==> config.mk <==
export PLATFORM = sky130hd
export DESIGN_NAME = apb_slave_array
export DESIGN_NICKNAME = d
export VERILOG_FILES = /design/src/rtl/apb_slave_array.sv
export SDC_FILE = /design/constraint.sdc
export NUM_CORES = 2
export LEC_CHECK = 0
export CAP_MARGIN = 10
export CORE_UTILIZATION = 54
export DETAILED_ROUTE_END_ITERATION = 6
export PLACE_DENSITY = 0.68
export SLEW_MARGIN = 25
export SYNTH_ARGS = -nofsm -noshare
export SYNTH_HDL_FRONTEND = slang
export SYNTH_SLANG_ARGS = --single-unit
==> constraint.sdc <==
create_clock -name Hclk -period 5.85 [get_ports Hclk]
set_clock_uncertainty 0.1 [all_clocks]
set_input_delay 1.4625 -clock Hclk [delete_from_list [all_inputs] [get_ports Hclk]]
set_output_delay 1.4625 -clock Hclk [all_outputs]
set_load 0.005 [all_outputs]
==> src/rtl/apb_slave_array.sv <==
// APB completer array: NUM_SLAVES independent register banks of DEPTH words,
// selected by a one-hot Pselx. Wait states are inserted before Pready, and
// malformed accesses are answered with Pslverr.
//
// Handshake: a transfer starts with a setup cycle (Pselx != 0, Penable = 0)
// while the FSM is IDLE. Pready is high for exactly one cycle. Prdata and
// Pslverr are meaningful only in that cycle. In WAIT, dropping Penable or
// changing Pselx abandons the transfer without a response. A write commits on
// the Pready cycle only if Penable is high, Pselx is unchanged and no error
// was flagged.
module apb_slave_array #(
  parameter int NUM_SLAVES  = 3,
  parameter int DEPTH       = 16,
  parameter int DATA_W      = 32,
  parameter int ADDR_W      = 32,
  parameter int WAIT_STATES = 0
) (
  input  logic                  Hclk,
  input  logic                  Hresetn,
  input  logic [NUM_SLAVES-1:0] Pselx,
  input  logic                  Penable,
  input  logic                  Pwrite,
  input  logic [ADDR_W-1:0]     Paddr,
  input  logic [DATA_W-1:0]     Pwdata,
  output logic [DATA_W-1:0]     Prdata,
  output logic                  Pready,
  output logic                  Pslverr,
  output logic [1:0]            dbg_state
);

  localparam int AW    = $clog2(DEPTH);
  localparam int SEL_W = (NUM_SLAVES > 1) ? $clog2(NUM_SLAVES) : 1;
  localparam int CNT_W = 4;

  typedef enum logic [1:0] {
    IDLE = 2'd0,
    WAIT = 2'd1,
    DONE = 2'd2
  } state_t;

  state_t                  state;
  logic [CNT_W-1:0]        wait_cnt;
  logic [NUM_SLAVES-1:0]   lat_sel;
  logic [SEL_W-1:0]        lat_idx;
  logic                    lat_write;
  logic [DATA_W-1:0]       lat_wdata;
  logic [AW-1:0]           lat_word;
  logic                    lat_err;
  logic [DATA_W-1:0]       bank [NUM_SLAVES][DEPTH];

  logic                    setup;
  logic                    sel_onehot;
  logic                    addr_err;
  logic                    req_err;
  logic [SEL_W-1:0]        sel_idx;
  logic [AW-1:0]           word_idx;

  assign dbg_state = state;

  // Decode the live bus: setup detection, bank index and error conditions.
  always_comb begin
    setup      = (Pselx != '0) && !Penable;
    sel_onehot = (Pselx != '0) && ((Pselx & (Pselx - NUM_SLAVES'(1))) == '0);
    addr_err   = (Paddr[1:0] != 2'b00) || ((Paddr >> (AW + 2)) != '0);
    req_err    = !sel_onehot || addr_err;
    word_idx   = Paddr[AW+1:2];
    // Lowest set bit wins; only relevant for the one-hot (error-free) case.
    sel_idx    = '0;
    for (int i = NUM_SLAVES - 1; i >= 0; i--) begin
      if (Pselx[i]) sel_idx = SEL_W'(i);
    end
  end

  // Transfer FSM, registered response outputs and bank storage.
  always_ff @(posedge Hclk or negedge Hresetn) begin
    if (!Hresetn) begin
      state     <= IDLE;
      wait_cnt  <= '0;
      lat_sel   <= '0;
      lat_idx   <= '0;
      lat_write <= 1'b0;
      lat_wdata <= '0;
      lat_word  <= '0;
      lat_err   <= 1'b0;
      Prdata    <= '0;
      Pready    <= 1'b0;
      Pslverr   <= 1'b0;
      for (int s = 0; s < NUM_SLAVES; s++) begin
        for (int w = 0; w < DEPTH; w++) begin
          bank[s][w] <= '0;
        end
      end
    end else begin
      case (state)
        IDLE: begin
          Pready <= 1'b0;
          if (setup) begin
            lat_sel   <= Pselx;
            lat_idx   <= sel_idx;
            lat_write <= Pwrite;
            lat_wdata <= Pwdata;
            lat_word  <= word_idx;
            lat_err   <= req_err;
            if (WAIT_STATES == 0) begin
              // Response loads straight from the live bus on entry to DONE.
              state   <= DONE;
              Pready  <= 1'b1;
              Pslverr <= req_err;
              Prdata  <= (!Pwrite && !req_err) ? bank[sel_idx][word_idx] : '0;
            end else begin
              state    <= WAIT;
              wait_cnt <= CNT_W'(WAIT_STATES);
            end
          end
        end
        WAIT: begin
          if (!Penable || (Pselx != lat_sel)) begin
            state <= IDLE;
          end else begin
            wait_cnt <= wait_cnt - CNT_W'(1);
            if (wait_cnt == CNT_W'(1)) begin
              state   <= DONE;
              Pready  <= 1'b1;
              Pslverr <= lat_err;
              Prdata  <= (!lat_write && !lat_err) ? bank[lat_idx][lat_word] : '0;
            end
          end
        end
        DONE: begin
          if (lat_write && !lat_err && Penable && (Pselx == lat_sel)) begin
            bank[lat_idx][lat_word] <= lat_wdata;
          end
          Pready <= 1'b0;
          state  <= IDLE;
        end
        default: begin
          Pready <= 1'b0;
          state  <= IDLE;
        end
      endcase
    end
  end

endmodule

==> run metrics <==
status=completed; die width=370.2 um; Logic pwr share=0.071; CP startpoint=Pselx[1]; RSZ-0062 raised after global routing=false; CP delay by family, top=simple AND/OR/NAND/NOR gates; # DRC=0; period utilization=0.7129; CTS root buf=clkbuf_16; Max VDD drop=roughly 0.00033 V; HP Class=flop to flop; Setup Crit Path Kind=primary input to flop; Seq pwr share=0.478; number of antenna diodes=0; Mapped Area=0.07320 sq mm; flop2flop setup slack=~2.5 ns; Final GP Congestion=0.8201; maximum clock path buffer count=3; CP max FO=just over 60; GR peak layer=met2; Psw=5.855 mW; Peak Freq=approximately 240 MHz; commonest non-fill, non-tap cell in the layout=dfrtp_1; first-pass GRT wire length=318.5 mm; register area share after synthesis=0.5514; Crit path required time=6.39 ns; Post-Layout Inst Area=0.08188 sq mm; Critical Path Source Type=primary input; critical path endpoint=Prdata[9]; htree depth=4; syn_area_per_cell=13.60 sq um; multi-input gate area in the final layout=around 0.031 sq mm; vias in the first global route=47228; final-stage net count=about 5400; Slew @ Worst Pin=1.055 ns; GRT Overall Usage=0.3162; DRT iter0 DRCs=4380; Num Clock Sinks=1613; Initial Util=0.5464; post-synth cell types=69; via count=approximately 46000; postcts setup bufs=0; drt first pass iters=7; Final Hold Vio Count=0; post-synth top area share=0.5514; ANT nets after route=0; area of the core=0.1340 sq mm; area grow syn2layout=11.86%; Hold-fix buffers, CTS=0; Synth warnings=0; FP Rows=134; antenna violations before repair=6; Worst path slowest cell=nor4_1; total gr overflow=0; WL/cell=29.31 um; Worst Reg-to-Reg Cells=7; Area contributors post-synth=dfrtp_1 55%, mux2_2 23%, mux4_2 6.6%; met1 Use GR=0.4584; Worst R2R Start=Pslverr; register area=0.04036 sq mm; Pleak=~40 nW; Num CTS Buffers=168; die footprint=0.1370 sq mm; Cells after Synth=5381; buffers added on ports=105; Avg Vias per Cell=6.392; Clk pwr share=0.451; WP depth=9; number of enable flip-flop cells after synthesis=0; final setup TNS=0 ns; Cell Pwr Density=288.1 mW/mm^2; clock latency on the worst-skew pair=0.81 ns; Synth Flop Type=dfrtp_1; Sw Ratio=0.2482; RR Endpoint=bank[1282]; layout cells sized above 1=0.4144; Synth Register Bits=about 1600; post-synth top area cell=dfrtp_1; Die Height=370.2 um; Buf+Inv Stages, Crit Path=3; Syn Nets=5452; post_cts resized=0; Layout Utilization=0.6112; CTS tree=built; post-synthesis async set-or-reset flop share=1.000; final WL=about 210 mm; hpwl dp=120.8 mm; clk slew on worst S/H paths=0.06 ns; crit-path cells=clkdlybuf4s50_1 > buf_4 > nor2b_4 > buf_12 > mux4_2 > mux2i_1 > nor3_1 > nor4_1 > o31ai_1; Slew Limit Fails=0; Global Route met2 Usage=0.4898; Worst slew margin=0.2969; Arrival @ worst endpoint=4.71 ns; min cycle time layout=4.170 ns; internal power=17.74 mW; # IOs=107; Pwr Total=23.59 mW; CP Capture Type=flop; most frequent cells in the layout=1613 x dfrtp_1, 1511 x mux2_2, 637 x nand2_1; Placed Area=0.07642 sq mm; largest net degree at the start of global routing=134; Max Cap Viol=0; Finish-stage setup viols=0; # fillers=10206; crit-path max cell delay=0.81 ns; met3 usage=0.05262
-- through the flow --
stage / std cells / hold WS [ns] / setup slack (ns)
final: 7231 / 0.3754 / 1.680
after floorplan: 5381 / 0.3389 / 2.384
after CTS: 7231 / 0.3793 / 1.770
after detailed placement: 6932 / 0.3646 / 0.9143
after global placement: 6932 / 0.3592 / 0.9181
after global routing: 7231 / 0.3982 / 1.594
-- sequential cells by signal, indices dropped and copies added, names as in the netlist, 2 cells and up --
| register | flops |
|---|---|
| lat_sel | 3 |
| lat_idx | 2 |
| lat_word | 4 |
| bank | 1536 |
| Prdata | 32 |
| lat_wdata | 32 |
-- tightest hold or removal path: cells and delay by family (launching register included) --
family	cells	cell delay [ns]
DFF	1	0.34
and+or+nand+nor	2	0.10
-- layer usage --
metal / part of all wire / up-vias
li1: - / 19354
met1: 0.43 / 24845
met2: 0.47 / 1665
met3: 0.071 / 353
met4: 0.029 / 0
met5: 0 / -
-- power by group through the flow --
stage	registers [mW]	clock network, mW	logic (mW)
finish	11.3	10.6	1.67
global route	11.3	11.2	1.78
CTS	11.3	10.8	1.66
detailed placement	11.5	0	1.65
global placement	11.5	0	1.65
floorplan	11.4	0	0.834
-- cells in the mapped netlist (8+ instances only) --
cell type  count
a211oi_1      25
a21o_1        19
a21oi_1       35
a22o_1        15
a31oi_1       69
a32oi_1       47
and2_1        14
buf_1         92
buf_2        132
buf_4         47
clkbuf_1     247
dfrtp_1     1613
mux2_1        39
mux2_2      1511
mux2i_1      116
mux4_2       216
nand2_1      665
nand2b_1      10
nand3_1      151
nand4_1       45
nor2_1        48
nor2b_1       19
nor3_1        13
nor3_4         8
nor4_1         9
o211ai_1       9
o21ai_0       19
o221ai_1      18
o22ai_1       19
-- worst min-delay path by stage --
stage | start | endpoint | slack (ns) | cells after the start
2_1_floorplan | lat_write | lat_write | 0.34 | 2
3_3_place_gp | lat_wdata[14] | lat_wdata[14] | 0.36 | 2
3_5_place_dp | lat_wdata[29] | lat_wdata[29] | 0.36 | 2
4_1_cts | lat_wdata[29] | lat_wdata[29] | 0.38 | 2
5_1_grt | bank[1199] | bank[1199] | 0.40 | 1
6_report | lat_wdata[18] | lat_wdata[18] | 0.38 | 2
-- cell families (layout without fill, tap and decap cells) --
family	count (synthesis)	after routing	share of synthesized area
and+or+nand+nor	1009	1009	0.06056
xor gates and xnor gates	3	3	0.0003590
muxes	1882	1882	0.3208
AOI/OAI and AO/OA	342	342	0.03437
buffers and inverters	531	613	0.03251
other	1	1	0.00005123
DFF	1613	1613	0.5514
-- final cells by class --
cell class,instances,area share
Timing Repair Buffer,307,0.03835
Inverter,7,0.0003209
Tap cell,1768,0.02702
Clock inverter,40,0.004752
Multi-Input combinational cell,3237,0.3747
Clock buffer,259,0.06195
Sequential cell,1613,0.4929
Note: power is estimated with default switching activity, not from simulation.
